**src/rtl/rf_wb_arbiter.sv**
```systemverilog
// Write-port arbiter between pipeline writeback and the long-latency unit, with starvation forcing.
// Optional busy-bit scoreboard for RAW/WAW hazards is built when RF_ARB_SCOREBOARD_EN is defined.
module rf_wb_arbiter #(
  parameter int unsigned MAX_WAIT = 4
) (
  input  logic        clk,
  input  logic        rst,
  input  logic        pipe_we,
  input  logic [4:0]  pipe_wa,
  input  logic [31:0] pipe_wd,
  output logic        pipe_hold,
  input  logic        lu_valid,
  output logic        lu_ready,
  input  logic [4:0]  lu_wa,
  input  logic [31:0] lu_wd,
  input  logic        issue_valid,
  input  logic [4:0]  issue_rd,
  input  logic [4:0]  rs1,
  input  logic [4:0]  rs2,
  input  logic [4:0]  rd_chk,
  output logic        hazard,
  output logic        rf_we,
  output logic [4:0]  rf_wa,
  output logic [31:0] rf_wd
);

  // state  | meaning
  // IDLE   | no lu result losing arbitration
  // WAIT   | lu result has lost wait_cnt consecutive cycles
  // FORCE  | pipeline held off, lu owns the write port
  typedef enum logic [1:0] {ST_IDLE, ST_WAIT, ST_FORCE} state_t;

  localparam logic [3:0] MAX_W4 = 4'(MAX_WAIT);

  state_t     state;
  logic [3:0] wait_cnt;
  logic       force_own;
  logic       lu_grant;
  logic       pipe_grant;

  always_comb begin
    force_own  = (state == ST_FORCE);
    lu_grant   = lu_valid & (force_own | ~pipe_we);
    pipe_grant = pipe_we & ~force_own & ~lu_grant;
    rf_wa      = lu_grant ? lu_wa : pipe_wa;
    rf_wd      = lu_grant ? lu_wd : pipe_wd;
    rf_we      = (lu_grant | pipe_grant) & (rf_wa != 5'd0);
  end

  assign lu_ready = lu_grant;

  always_ff @(posedge clk) begin
    if (rst) begin
      state     <= ST_IDLE;
      wait_cnt  <= 4'd0;
      pipe_hold <= 1'b0;
    end else begin
      case (state)
        ST_IDLE: begin
          if (lu_valid && pipe_we) begin
            wait_cnt <= 4'd1;
            // MAX_WAIT of 1 tolerates only this single lost cycle
            if (MAX_W4 == 4'd1) begin
              state     <= ST_FORCE;
              pipe_hold <= 1'b1;
            end else begin
              state <= ST_WAIT;
            end
          end
        end
        ST_WAIT: begin
          if (lu_grant || !lu_valid) begin
            state    <= ST_IDLE;
            wait_cnt <= 4'd0;
          end else begin
            wait_cnt <= wait_cnt + 4'd1;
            if (wait_cnt == MAX_W4 - 4'd1) begin
              state     <= ST_FORCE;
              pipe_hold <= 1'b1;
            end
          end
        end
        ST_FORCE: begin
          if (lu_grant) begin
            state     <= ST_IDLE;
            wait_cnt  <= 4'd0;
            pipe_hold <= 1'b0;
          end
        end
        default: begin
          state     <= ST_IDLE;
          wait_cnt  <= 4'd0;
          pipe_hold <= 1'b0;
        end
      endcase
    end
  end

`ifdef RF_ARB_SCOREBOARD_EN
  logic [31:1] busy;
  logic [31:0] busy_vec;

  assign busy_vec = {busy, 1'b0};

  // a same-cycle issue to the register being returned keeps it busy
  always_ff @(posedge clk) begin
    if (rst) begin
      busy <= '0;
    end else begin
      for (int i = 1; i < 32; i++) begin
        if (issue_valid && issue_rd == 5'(i))
          busy[i] <= 1'b1;
        else if (lu_grant && lu_wa == 5'(i))
          busy[i] <= 1'b0;
      end
    end
  end

  assign hazard = busy_vec[rs1] | busy_vec[rs2] | busy_vec[rd_chk];
`else
  logic unused_sb;
  assign unused_sb = ^{issue_valid, issue_rd, rs1, rs2, rd_chk};
  assign hazard    = 1'b0;
`endif

endmodule

```
**config.mk**
```make
export PLATFORM = sky130hd
export DESIGN_NAME = rf_wb_arbiter
export DESIGN_NICKNAME = d
export VERILOG_FILES = /design/src/rtl/rf_wb_arbiter.sv
export SDC_FILE = /design/constraint.sdc
export NUM_CORES = 1
export LEC_CHECK = 0
export BUFFER_PORTS_ARGS = -buffer_cell sky130_fd_sc_hd__buf_2
export CAP_MARGIN = 25
export CORE_MARGIN = 10
export CORE_UTILIZATION = 30
export CTS_CLUSTER_DIAMETER = 40
export DETAILED_ROUTE_END_ITERATION = 8
export PLACE_DENSITY = 0.92
export SYNTH_ARGS = -nofsm -noshare
export SYNTH_HDL_FRONTEND = slang
export SYNTH_SLANG_ARGS = --single-unit
```
**constraint.sdc**
```tcl
create_clock -name clk -period 4.2 [get_ports clk]
set_input_delay 0.63 -clock clk [delete_from_list [all_inputs] [get_ports clk]]
set_output_delay 0.63 -clock clk [all_outputs]
set_load 0.01 [all_outputs]
```
==> flow_summary.json <==
{
  "status": "completed",
  "power.total_w": 0.000274,
  "hold_viol": 0,
  "cp_cell_sequence": "buf_2 -> inv_1 -> o21ai_4 -> buf_4 -> mux2_2 -> buf_2",
  "hpwlAfterDp_um": 3690,
  "fillCellCount": 307,
  "gp_congestion": 0.854,
  "synthCells": 93,
  "die_area_um2": 5900,
  "yosysTopAreaCell": "mux2_4",
  "clkLatencyLatePin_ns": 0.26,
  "gr-usage-all-layers_pct": 13.1,
  "hp-start": "pipe_hold",
  "critPathMaxStageDelay_ns": 0.47,
  "endpoint_kind": "output port",
  "wire_per_inst_um": 16.2,
  "crit_family": "buffers and inverters",
  "tightestPinTransition_ns": 0.549,
  "gr-total-overflow": 0,
  "area.growth.synth_to_final_pct": 63.0,
  "synth.area.top_cells": "mux2_4 29%, mux2_2 21%, dfxtp_1 14%",
  "max-slew-margin-rel_pct": 63.4,
  "ir_drop_mv": 0.111,
  "slew_viol_final": 0,
  "cts_resized": 0,
  "min_path_type": "reg2reg",
  "synthArstFlopShare_pct": 0,
  "cts_hold_buf": 0,
  "finalCoreUtilization_pct": 51.2,
  "drc_errors": 0,
  "rsz0062_at_grt": "false",
  "grt_pass1_wl_um": 6380,
  "synth_area_um2": 967,
  "cp_max_fo": 38,
  "ant_nets": 0,
  "dieHeight_um": 76.8,
  "die_width_um": 76.8,
  "cts.sinks": 7,
  "r2r-start": "wait_cnt[0]",
  "synth_nets": 193,
  "portBuffers": 117,
  "cap_violations": 0,
  "synth_edf_count": 0,
  "ys_types": 31,
  "crit_buf_inv": 4,
  "diodes": 0,
  "dpl_cell_area_um2": 1550,
  "dr_total_vias": 1178,
  "num_rows": 20,
  "dr.pass1.iters": 4,
  "critPathLaunchType": "primary input",
  "critical_path_arrival_ns": 2.01,
  "final_area_um2": 1580,
  "critPathSlowestCell": "buf_4",
  "leakage_nw": 0.891,
  "final_nets": 310,
  "drt-initial-drc-count": 21,
  "critPathLaunch": "pipe_we",
  "multiInputGateArea_um2": 731,
  "fin_setup_tns_ns": 0,
  "setup_viol": 0,
  "viasPerCell": 4.66,
  "cp.required_ns": 3.57,
  "worst-setup-path-type": "in2out",
  "p_per_area_nw_per_um2": 174,
  "skew_ns": 0.00546,
  "netlist.area_leader.share_pct": 29.5,
  "ys_ff_latch": 7,
  "start_util_pct": 31.4,
  "clockRootBuffer": "clkbuf_4",
  "seq_area_frac_synth_pct": 14.5,
  "ios": 140,
  "cts_buffers": 3,
  "ff_latch_area_um2": 140,
  "core_area_um2": 3080,
  "clockBufferDepth": 2,
  "htreeDepth": 1,
  "path_depth": 6,
  "syn_area_per_cell_um2": 10.4,
  "grt_max_degree": 39,
  "grt_pass1_vias": 1252,
  "min_period_ns": 2.64,
  "critical_path.most_common_cell": "buf_2",
  "period_share_pct": 62.8,
  "whs_path_depth": 2,
  "ff2ff_path_depth": 4,
  "yosys_most_used_dff": "dfxtp_1",
  "dp.cells": 249,
  "path_clk_slew_ns": 0.06,
  "drt_wl_total_um": 4090,
  "synth_warnings": 0,
  "fin_cells": 253,
  "post-cts-setup-buffers": 0,
  "antenna_found_initial": 0,
  "clock.fmax_mhz": 379,
  "drive_gt1_share_pct": 78.0,
  "cts_tree": "built"
}
cells in the final DEF (no fill, tap or decap), types with 2 or more instances in the layout:
master / count
inv_1: 8
dfxtp_1: 7
mux2_4: 19
nor2b_1: 2
a21oi_1: 2
buf_2: 117
nor2_1: 3
nand2_1: 3
mux2_2: 18
nand3_1: 2
clkbuf_4: 3
o21ai_0: 4
or4_1: 2
worst paths after layout:
kind	endpoint	slack [ns]
max reg2reg	pipe_hold	2.94
min reg2reg	pipe_hold	0.47
min	pipe_hold	0.47
max	rf_wd[0]	1.56
logic make-up (layout without fill, tap and decap cells):
kind of cell	count (synthesis)	count (layout)	synth area share [%]
DFF	7	7	14.5
other	1	1	0.388
muxes	37	37	50.5
buffers and inverters	14	130	10.7
adders and majority gates	1	1	1.29
and+or+nand+nor	18	18	11.9
AOI/OAI and AO/OA	14	14	9.83
xor gates and xnor gates	1	1	0.906
sequential cells by signal, indices dropped and copies added (netlist names):
name       cells
wait_cnt       4
pipe_hold      1
state          2
Yosys cell counts (2+ instances only):
| cell type | instances |
|---|---|
| dfxtp_1 | 7 |
| inv_1 | 8 |
| nor2b_1 | 2 |
| o21ai_0 | 4 |
| buf_4 | 3 |
| a21oi_1 | 2 |
| buf_12 | 2 |
| or4_1 | 2 |
| nand2_1 | 3 |
| nand3_1 | 2 |
| nor2_1 | 3 |
| mux2_4 | 19 |
| mux2_2 | 18 |
area by class of cell:
cell class	instances	share of cell area [%]
inverter	8	1.90
multi-input combinational	72	46.3
clock buffer	3	1.43
sequential	7	8.89
timing repair buffer	118	37.6
tap	44	3.49
clock inverter	1	0.317
where the power goes:
group | switching, W | leakage, nW | internal [W]
Combinational | 0.0000598 | 0.817 | 0.0000824
Clock | 0.0000275 | 0.0177 | 0.0000349
Sequential | 0.00000150 | 0.0567 | 0.0000676
Total | 0.0000887 | 0.891 | 0.000185
metal layers:
metal	track usage [%]	wire, µm	vias up
li1	-	-	574
met1	13.7	1620	527
met2	23.7	2040	73
met3	5.59	389	4
met4	2.42	40	0
met5	0	0	-
worst min-delay path, stage by stage (launching register included):
cell and delay [ns]:
dfxtp_1 0.31, inv_1 0.05, a221oi_1 0.06
stage by stage:
| step | worst slack, ns | hold WS [ns] |
|---|---|---|
| after floorplan | 2.12 | 0.452 |
| after global placement | 1.56 | 0.460 |
| after detailed placement | 1.56 | 0.470 |
| after CTS | 1.56 | 0.481 |
| final | 1.56 | 0.471 |
| after global routing | 1.48 | 0.516 |
No activity file was read; power rests on OpenSTA's default activity.
